<file path="config.mk">
export PLATFORM = sky130hd
export DESIGN_NAME = counter_sequencer_flat
export DESIGN_NICKNAME = d
export VERILOG_FILES = /design/src/rtl/counter_sequencer_pkg.sv /design/src/rtl/counter_sequencer_if.sv /design/src/rtl/counter_sequencer_core.sv /design/src/rtl/counter_sequencer.sv /design/src/flat_wrapper.sv
export SDC_FILE = /design/constraint.sdc
export NUM_CORES = 1
export LEC_CHECK = 0
export CELL_PAD_IN_SITES_DETAIL_PLACEMENT = 1
export CELL_PAD_IN_SITES_GLOBAL_PLACEMENT = 1
export CORE_MARGIN = 4
export CORE_UTILIZATION = 38
export CTS_BUF_LIST = sky130_fd_sc_hd__clkbuf_8
export DETAILED_ROUTE_END_ITERATION = 8
export GPL_TIMING_DRIVEN = 0
export PLACE_DENSITY_LB_ADDON = 0.1
export SYNTH_ARGS = -nofsm -noshare
export SYNTH_HDL_FRONTEND = slang
export SYNTH_HIERARCHICAL = 1
export SYNTH_SLANG_ARGS = --single-unit
</file>
<file path="constraint.sdc">
create_clock -name clock_signal -period 2.5 [get_ports clock_signal]
set_input_delay 0.75 -clock clock_signal [delete_from_list [all_inputs] [get_ports clock_signal]]
set_output_delay 0.75 -clock clock_signal [all_outputs]
set_load 0.02 [all_outputs]
</file>
<file path="src/rtl/counter_sequencer_pkg.sv">
// Shared types and constants for the counter sequencer block.
package counter_seq_pkg;

  localparam int DEFAULT_WIDTH = 4;

  // Sequencer states; IDLE is the reset state.
  typedef enum logic [1:0] {
    IDLE = 2'd0,
    RUN  = 2'd1,
    HOLD = 2'd2
  } state_e;

  // Terminal behaviour captured at start.
  typedef enum logic {
    ONE_SHOT    = 1'b0,
    AUTO_RELOAD = 1'b1
  } mode_e;

endpackage

</file>
<file path="src/rtl/counter_sequencer_if.sv">
// Control/status bundle between a requester and the counter sequencer.
// Handshake: the requester raises start for one or more cycles; the sequencer
// accepts it only on an edge where it is idle and stop is low, and answers with
// busy one cycle later. Completion is signalled by a single-cycle done pulse;
// stop aborts without done. There is no backpressure on done.
interface counter_sequencer_if #(
  parameter int WIDTH = 4
);
  logic             start;
  logic             stop;
  logic             hold;
  logic             up_down;
  logic             mode;
  logic [WIDTH-1:0] load_value;
  logic [WIDTH-1:0] terminal_value;
  logic [WIDTH-1:0] count;
  logic             busy;
  logic             done;

  modport master (
    output start, stop, hold, up_down, mode, load_value, terminal_value,
    input  count, busy, done
  );

  modport slave (
    input  start, stop, hold, up_down, mode, load_value, terminal_value,
    output count, busy, done
  );
endinterface

</file>
<file path="src/rtl/counter_sequencer_core.sv">
// Up/down counter datapath: synchronous load beats enable, wraps modulo 2^WIDTH.
module updown_counter_core
  import counter_seq_pkg::*;
#(
  parameter int WIDTH = DEFAULT_WIDTH
) (
  input  logic             clk,
  input  logic             rst,
  input  logic             load,
  input  logic             enable,
  input  logic             up_down,
  input  logic [WIDTH-1:0] load_value,
  output logic [WIDTH-1:0] count
);

  logic [WIDTH-1:0] count_q;
  logic [WIDTH-1:0] count_d;

  // Next count: load first, then a +/-1 step when enabled, else hold.
  always_comb begin
    count_d = count_q;
    if (load) begin
      count_d = load_value;
    end else if (enable) begin
      count_d = up_down ? (count_q + WIDTH'(1)) : (count_q - WIDTH'(1));
    end
  end

  // Count register with asynchronous clear.
  always_ff @(posedge clk or posedge rst) begin
    if (rst) begin
      count_q <= '0;
    end else begin
      count_q <= count_d;
    end
  end

  assign count = count_q;

endmodule

</file>
<file path="src/rtl/counter_sequencer.sv">
// Sequencer FSM that runs the counter core through load -> count -> terminal,
// with one-shot / auto-reload, hold and abort. Parameters for a sequence are
// latched into shadow registers at start so the bus may change while busy.
module counter_sequencer
  import counter_seq_pkg::*;
#(
  parameter int WIDTH = DEFAULT_WIDTH
) (
  input  logic                clock_signal,
  input  logic                reset_signal,
  counter_sequencer_if.slave  bus,
  output state_e              state_dbg
);

  state_e           state_q, state_d;
  logic             dir_q, dir_d;
  mode_e            mode_q, mode_d;
  logic [WIDTH-1:0] load_sh_q, load_sh_d;
  logic [WIDTH-1:0] term_sh_q, term_sh_d;
  logic             done_q, done_d;
  logic             busy_q, busy_d;

  logic             ctr_load;
  logic             ctr_enable;
  logic [WIDTH-1:0] ctr_load_value;
  logic [WIDTH-1:0] count_w;

  updown_counter_core #(.WIDTH(WIDTH)) u_core (
    .clk        (clock_signal),
    .rst        (reset_signal),
    .load       (ctr_load),
    .enable     (ctr_enable),
    .up_down    (dir_q),
    .load_value (ctr_load_value),
    .count      (count_w)
  );

  // Next state, shadow capture and counter controls.
  always_comb begin
    state_d        = state_q;
    dir_d          = dir_q;
    mode_d         = mode_q;
    load_sh_d      = load_sh_q;
    term_sh_d      = term_sh_q;
    done_d         = 1'b0;
    ctr_load       = 1'b0;
    ctr_enable     = 1'b0;
    ctr_load_value = load_sh_q;

    case (state_q)
      IDLE: begin
        // stop overrides a simultaneous start; nothing is captured then.
        if (bus.start && !bus.stop) begin
          dir_d          = bus.up_down;
          mode_d         = mode_e'(bus.mode);
          load_sh_d      = bus.load_value;
          term_sh_d      = bus.terminal_value;
          ctr_load       = 1'b1;
          ctr_load_value = bus.load_value;
          state_d        = RUN;
        end
      end
      RUN: begin
        if (bus.stop) begin
          state_d = IDLE;
        end else if (count_w == term_sh_q) begin
          // Terminal wins over hold so a sequence never misses its done.
          done_d = 1'b1;
          if (mode_q == AUTO_RELOAD) begin
            ctr_load = 1'b1;
          end else begin
            state_d = IDLE;
          end
        end else if (bus.hold) begin
          state_d = HOLD;
        end else begin
          ctr_enable = 1'b1;
        end
      end
      HOLD: begin
        if (bus.stop) begin
          state_d = IDLE;
        end else if (!bus.hold) begin
          state_d = RUN;
        end
      end
      default: begin
        state_d = IDLE;
      end
    endcase

    busy_d = (state_d != IDLE);
  end

  // State, shadow and status registers.
  always_ff @(posedge clock_signal or posedge reset_signal) begin
    if (reset_signal) begin
      state_q   <= IDLE;
      dir_q     <= 1'b0;
      mode_q    <= ONE_SHOT;
      load_sh_q <= '0;
      term_sh_q <= '0;
      done_q    <= 1'b0;
      busy_q    <= 1'b0;
    end else begin
      state_q   <= state_d;
      dir_q     <= dir_d;
      mode_q    <= mode_d;
      load_sh_q <= load_sh_d;
      term_sh_q <= term_sh_d;
      done_q    <= done_d;
      busy_q    <= busy_d;
    end
  end

  assign bus.count = count_w;
  assign bus.busy  = busy_q;
  assign bus.done  = done_q;
  assign state_dbg = state_q;

endmodule

</file>
<file path="src/flat_wrapper.sv">
// flat-port wrapper written by rule: the top's interface ports become plain ports
module counter_sequencer_flat import counter_seq_pkg::*;
#(
  parameter int WIDTH = DEFAULT_WIDTH
)
  (clock_signal, reset_signal, state_dbg, bus_start, bus_stop, bus_hold, bus_up_down, bus_mode, bus_load_value, bus_terminal_value, bus_count, bus_busy, bus_done);
  counter_sequencer_if #(.WIDTH(WIDTH)) bus_i ();
  input  logic clock_signal;
  input  logic reset_signal;
  output state_e state_dbg;
  input wire logic [$bits(bus_i.start)-1:0] bus_start;
  input wire logic [$bits(bus_i.stop)-1:0] bus_stop;
  input wire logic [$bits(bus_i.hold)-1:0] bus_hold;
  input wire logic [$bits(bus_i.up_down)-1:0] bus_up_down;
  input wire logic [$bits(bus_i.mode)-1:0] bus_mode;
  input wire logic [$bits(bus_i.load_value)-1:0] bus_load_value;
  input wire logic [$bits(bus_i.terminal_value)-1:0] bus_terminal_value;
  output wire logic [$bits(bus_i.count)-1:0] bus_count;
  output wire logic [$bits(bus_i.busy)-1:0] bus_busy;
  output wire logic [$bits(bus_i.done)-1:0] bus_done;
  assign bus_i.start = bus_start;
  assign bus_i.stop = bus_stop;
  assign bus_i.hold = bus_hold;
  assign bus_i.up_down = bus_up_down;
  assign bus_i.mode = bus_mode;
  assign bus_i.load_value = bus_load_value;
  assign bus_i.terminal_value = bus_terminal_value;
  assign bus_count = bus_i.count;
  assign bus_busy = bus_i.busy;
  assign bus_done = bus_i.done;
  counter_sequencer #(.WIDTH(WIDTH)) u_core (.clock_signal(clock_signal), .reset_signal(reset_signal), .bus(bus_i), .state_dbg(state_dbg));
endmodule
</file>
==> metrics.md, run 1 <==
| Metric | Value |
|---|---|
| Core area | around 2300 um^2 |
| Clk buf depth | 2 |
| NetSw | 0.000420 W |
| Syn Nets | roughly 120 |
| Kind of critical path | primary input to flop |
| Total global-route track usage | 15.2% |
| Width of the die | ~60 um |
| FMAX | 0.422 GHz |
| Status | finished, final reports clean |
| Clock slew at reported path FFs | ~0.070 ns |
| Vert. Die Dim | 58.4 um |
| Fill count | 270 |
| Number of synthesized register bits | 18 |
| Sw Ratio | 36.2% |
| WHS Endpoint | u_core/load_sh_q[0] |
| Warnings, synthesis | 6 |
| CP cell instances | clkdlybuf4s50_1 -> nor4b_4 -> buf_4 -> a21o_1 -> buf_6 -> nor4b_4 -> o211ai_1 -> nand3_1 |
| Die area | 3410 um^2 |
| Clock latency on the worst-skew pair | 0.26 ns |
| Final #Nets | 147 |
| Sequential fraction of the synthesis area | 46.7% |
| Nature of the critical path endpoint | flop |
| Flop2flop setup slack | 0.59 ns |
| WHS Path Cells | 2 |
| Synthesis-to-layout area growth | 35.5% |
| Crit path max fanout | 10 |
| # IOs | 23 |
| Vias post-DR | between 700 and 800 |
| Initial Util | 41.6% |
| Num CTS Buffers | 3 |
| Max_cap viols | 0 |
| Initial DRC Count | 9 |
| Reg-to-Reg End | u_core/u_core/count[3] |
| Final WL | 2.27 mm |
| CP bufs+invs | 3 |
| Crit path time final | 2.37 ns |
| Critical Path Source Type | primary input |
| Peak supply drop | approximately 0.0005 V |
| CP delay by family, top | buffers and inverters |
| HP Class | flop to flop |
| Overflow after GRT | 0 |
| RSZ-0062 raised after global routing | false |
| Layout cells sized above 1 | 10.9% |
| RePlAce Congestion | a little under 0.8 |
| DR pass1 iterations | 4 |
| Via/cell ratio | around 5.1 |
| Largest net degree at the start of global routing | 15 |
| Detail Route Antenna Nets | 0 |
| Endpoints failing hold | 0 |
| Post-Syn Area | between 900 and 1000 um^2 |
| Tightest Pin Transition | 0.561 ns |
| Worst path max stage delay | 0.55 ns |
| R2R depth | 8 |
| Synth area leader | dfrtp_1 |
| Sequential share of power | 38.8% |
| Max-slew headroom | about 63% |
| CTS tree | built |
| First-pass GRT wire length | 3.93 mm |
| Pwr dens | 887 nW/um^2 |
| Number of global-route vias before repair | 844 |
| Final setup violation count | 0 |
| Syn Inst Count | 100 |
| Synth top area cells | dfrtp_1 47%, nand2_1 12%, xnor2_1 4.5% |
| # rows | 17 |
| Hold path start | u_core/load_sh_q[0] |
| DRC | 0 |
| CTS Sinks | 18 |
| Worst R2R Start | u_core/u_core/count[3] |
| Period utilization | between 90% and 100% |
| Mean Syn Cell Area | 9.65 um^2 |
| Critical path's slowest cell | clkdlybuf4s50_1 |
| Comb pwr share | 40.4% |
| Post-DR wirelength/cell | about 15 um |
| Clock power frac | 20.7% |
| Critical path required time | 2.64 ns |
| Most Frequent Cell on Critical Path | nor4b_4 |
| Netlist cell types | 31 |
| Setup TNS | 0 ns |
| Final setup skew | 0.00422 ns |
| Initial antenna violation count | 0 |
| Top cell type's share of synthesized area | 46.7% |
| Root buffer cell | clkbuf_8 |
| Hold Buf Count CTS | 0 |
| ANT cells | 0 |
| WP data arrival | 2.51 ns |
| Fin. max-slew vios | 0 |
| Hold slack | 0.477 ns |
| Total Power | roughly 0.0012 W |
| Int Power | about 0.00074 W |
| P_leak | 0.586 nW |
| PortBufs | 22 |
| HPWL after DPL | 1.67 mm |
| H-tree depth | 1 |
-- kinds of logic after synthesis --
family | synth area share [%]
and+or+nand+nor | 26.8
DFF | 46.7
AOI/OAI and AO/OA | 8.95
buffers and inverters | 5.32
xor gates and xnor gates | 5.45
adders and majority gates | 4.67
muxes | 2.08
-- routing by layer --
| layer | vias to the layer above | GRT usage (%) | wire length, um | share of wire [%] |
|---|---|---|---|---|
| met1 | 378 | 18.4 | 987 | 44 |
| li1 | 396 | - | - | - |
| met3 | 5 | 3.29 | 118 | 5.2 |
| met4 | 0 | 5.96 | 34 | 1.5 |
| met5 | - | 0 | 0 | 0 |
| met2 | 17 | 26.0 | 1130 | 50 |
-- power by group through the flow --
stage | sequential (W) | combinational (W) | clock [W]
6_report | 0.000451 | 0.000469 | 0.000241
5_1_grt | 0.000468 | 0.000526 | 0.000263
4_1_cts | 0.000453 | 0.000471 | 0.000250
3_5_place_dp | 0.000458 | 0.000460 | 0
3_3_place_gp | 0.000454 | 0.000441 | 0
2_1_floorplan | 0.000484 | 0.000257 | 0
-- worst min-delay path, stage by stage (launching register included) --
cell and delay [ns]:
dfrtp_1 0.32, nand2_1 0.04, nand2_1 0.07
-- cells in the mapped netlist, drive strengths merged --
master,n
nand4,1
nor4b,3
a21o,1
o211ai,1
o21ai,4
nand3,2
and4bb,1
dfrtp,18
o22ai,1
fa,1
xor2,1
nor2,1
o2bb2ai,1
xnor2,5
nand2,31
o32ai,1
nor2b,1
and3b,1
or4b,1
nor3,3
a31o,1
a21oi,2
mux2i,2
nor3b,2
a41oi,1
inv,5
nand2b,2
ha,2
buf,4
-- timing repair --
item / CTS / global route
pin swaps: 0 / 1
gates resized for setup: 3 / 0
endpoints found under the setup margin: 4 / 1
setup buffers: 0 / 2
-- flip-flops by register name (all words and copies together), names as in the netlist --
name	cells
u_core/load_sh_q	4
u_core/state_dbg	2
u_core/bus.busy	1
u_core/term_sh_q	4
u_core/dir_q	1
u_core/bus.done	1
u_core/u_core/count	4
u_core/mode_q	1
-- worst max path at each step --
stage	end	slack (ns)	cells past startpoint	startpoint
CTS	u_core/u_core/count[3]	0.06	8	bus_stop
global route	u_core/u_core/count[3]	0.03	8	bus_stop
finish	u_core/u_core/count[3]	0.13	8	bus_stop
floorplan	u_core/u_core/count[3]	0.35	7	bus_stop
detailed placement	u_core/u_core/count[3]	-0.52	8	bus_stop
global placement	u_core/u_core/count[3]	-0.49	8	bus_stop
-- cell usage in the layout (no fill, tap or decap), drive strengths merged --
cell type	netlist	routed
clkdlybuf4s50	0	22
and3b	1	1
fa	1	1
o22ai	1	1
o21ai	4	4
o2bb2ai	1	1
inv	5	5
nor3	3	3
ha	2	2
or4b	1	1
nand2	31	31
clkbuf	0	4
nand3	2	2
a21oi	2	2
a21o	1	1
nand4	1	1
xor2	1	1
o211ai	1	1
nor4b	3	3
nor2	1	1
xnor2	5	5
mux2i	2	2
buf	4	6
nand2b	2	2
and4bb	1	1
nor3b	2	2
o32ai	1	1
nor2b	1	1
a41oi	1	1
dfrtp	18	18
a31o	1	1
-- layout make-up --
cell class | count | area [um^2] | area share, %
inverters | 5 | 18.8 | 1.44
well taps | 28 | 35.0 | 2.68
multi-input cells | 73 | 478 | 36.6
plain buffers | 4 | 35.0 | 2.68
repair buffers | 24 | 235 | 18.0
clock buffers | 4 | 55.1 | 4.21
flip-flops and latches | 18 | 450 | 34.4
-- per-stage QoR --
stage	utilization, %	setup slack [ns]	instance area (um^2)	std cells
6_report	56.4	0.130	1310	156
5_1_grt	56.4	0.0296	1310	156
4_1_cts	55.7	0.0571	1290	154
3_5_place_dp	52.6	-0.523	1220	150
3_3_place_gp	52.6	-0.489	1220	150
2_1_floorplan	-	0.350	965	100
Power figures use the tool's default switching activity.
==> run 2: changes to the inputs <==
CORE_UTILIZATION = 41   (was 38)
REMOVE_ABC_BUFFERS = 1   (was not set)
clock period = 2.9 ns   (was 2.5 ns; I/O delays follow)
==> run 2 against run 1 <==
Combinational power down 16%. Clock power down 27%. Utilization down 0.43 points. Count of clock-buffer cells in the layout down 1. Sequential share of layout area up 1.6 points. Worst hold slack worse by 0.0021 ns. Worst setup slack better by 0.040 ns. Clock skew down 0.0017 ns. Die area down 6.3%. Final area down 4.4%. Critical endpoint unchanged. Power down 17%. Final cell count down 3.8%.
==> metrics.md, run 2 (synthesis results as in run 1) <==
| Metric | Value |
|---|---|
| Status | finished, final reports clean |
| # IOs | 23 |
| Core area | 2230 um^2 |
| Initial antenna violation count | 0 |
| GR peak layer | met2 |
| PortBufs | 22 |
| Setup TNS | 0 ns |
| Die area | 3190 um^2 |
| Post-DR wirelength/cell | 14.9 um |
| GRT met1 Usage | 18.9% |
| FMAX | around 0.37 GHz |
| HPWL after DPL | 1.62 mm |
| GRT met2 Usage | between 20% and 30% |
| Number of global-route vias before repair | 818 |
| Initial DRC Count | 6 |
| Width of the die | 56.5 um |
| Nature of the critical path endpoint | flop |
| Initial Util | 43.2% |
| Max_cap viols | 0 |
| Hold slack | 0.475 ns |
| Synthesis-to-layout area growth | 29.6% |
| Worst R2R Start | u_core/u_core/count[3] |
| Max-slew headroom | between 40% and 50% |
| Total Power | 0.000958 W |
| Detail Route Antenna Nets | 0 |
| Vias post-DR | between 700 and 800 |
| Largest net degree at the start of global routing | 15 |
| Crit path max fanout | 12 |
| Worst path max stage delay | 0.54 ns |
| Final setup violation count | 0 |
| Setup bufs post-CTS | 0 |
| Inst Count DP | 147 |
| Commonest non-fill, non-tap cell in the layout | nand2_1 |
| Total global-route track usage | 15.9% |
| Clk buf depth | 2 |
| Num CTS Buffers | 3 |
| Hold path start | u_core/load_sh_q[0] |
| Vert. Die Dim | 56.5 um |
| Overflow after GRT | 0 |
| Fill count | 265 |
| Tightest Pin Transition | 0.782 ns |
| Critical path required time | between 3 and 4 ns |
| Endpoints failing hold | 0 |
| Fin. max-slew vios | 0 |
| HP Class | flop to flop |
| RSZ-0062 raised after global routing | false |
| Critical path's slowest cell | clkdlybuf4s50_1 |
| Root buffer cell | clkbuf_8 |
| Peak supply drop | 0.000466 V |
| H-tree depth | 1 |
| RePlAce Congestion | 0.776 |
| Final setup skew | 0.00251 ns |
| Grt met3 use | around 2.3% |
| Kind of critical path | primary input to flop |
| Clock slew at reported path FFs | roughly 0.07 ns |
| Hold Buf Count CTS | 0 |
| Crit path from | bus_stop |
| Layout cells sized above 1 | 8.20% |
| ANT cells | 0 |
| Crit path time final | 2.73 ns |
| Final WL | 2.23 mm |
| # rows | 17 |
| DR pass1 iterations | 4 |
| Critical Path Source Type | primary input |
| Period utilization | 94.1% |
| Final cell count without fillers | 150 |
| Final #Nets | 142 |
| Most frequent cells in the layout | 31 x nand2_1, 22 x clkdlybuf4s50_1, 18 x dfrtp_1 |
| CP cell instances | clkdlybuf4s50_1 -> nor4b_2 -> buf_4 -> a21o_2 -> and4bb_2 -> o2bb2ai_1 -> nand3_1 |
| WP data arrival | around 2.9 ns |
| P_leak | 0.545 nW |
| Utilization after layout | 56.0% |
| DRC | 0 |
| Via/cell ratio | 5.18 |
| Pwr dens | 766 nW/um^2 |
| CTS tree | built |
| First-pass GRT wire length | 3.84 mm |
| Clock latency on the worst-skew pair | 0.25 ns |
| CTS Sinks | 18 |
==> run 2: cell types whose count changed in the layout (fill, tap and decap cells not counted) <==
cell,change
buf_4,-2
buf_6,-2
nor4b_2,+2
a21o_1,-1
a21o_2,+1
buf_2,-1
clkbuf_8,-1
nor4b_1,-1
nor4b_4,-1
==> run 2: power by group <==
group	switching (W)	internal, W
sequential	0.0000744	0.000315
clock	0.0000822	0.0000923
combinational	0.000201	0.000193
total	0.000358	0.000600
==> run 2: per-stage QoR <==
stage / cell area [um^2] / setup slack, ns
6_report: 1250 / 0.170
5_1_grt: 1250 / 0.0199
3_3_place_gp: 1190 / -1.31
2_1_floorplan: 932 / 0.00538
3_5_place_dp: 1200 / -0.320
4_1_cts: 1250 / 0.0294
==> run 2: what timing repair did <==
| item | in CTS | in global routing |
|---|---|---|
| pin swaps | 0 | 0 |
| resized for setup | 1 | 1 |
| setup endpoints to repair | 1 | 1 |
==> run 2: worst paths after layout <==
check	slack (ns)	cells past startpoint	to
hold reg to reg	0.47	2	u_core/load_sh_q[0]
setup / recovery	0.17	7	u_core/u_core/count[3]
max in group asynchronous	1.55	2	u_core/load_sh_q[0]
min in group asynchronous	0.83	2	u_core/u_core/count[3]
setup reg to reg	0.84	6	u_core/u_core/count[3]
hold / removal	0.47	2	u_core/load_sh_q[0]
==> run 2: layout make-up <==
class / count / area [um^2] / share of cell area, %
Multi-Input combinational cell: 73 / 477 / 38.1
Sequential cell: 18 / 450 / 36.0
Timing Repair Buffer: 23 / 228 / 18.2
Clock buffer: 3 / 41.3 / 3.30
Tap cell: 28 / 35.0 / 2.80
Inverter: 5 / 18.8 / 1.50
==> run 2: layer usage <==
layer	up-vias	part of all wire [%]	wire length [um]
met2	20	50	1110
li1	384	-	-
met3	4	4.6	102
met1	369	43	969
met5	-	0	0
met4	0	2.1	46
==> run 2: critical path: cells and delay by family <==
family / cells / cell delay, ns
buffers and inverters: 2 / 0.79
AND/OR/NAND/NOR: 3 / 0.80
AO/OA/AOI/OAI: 2 / 0.39
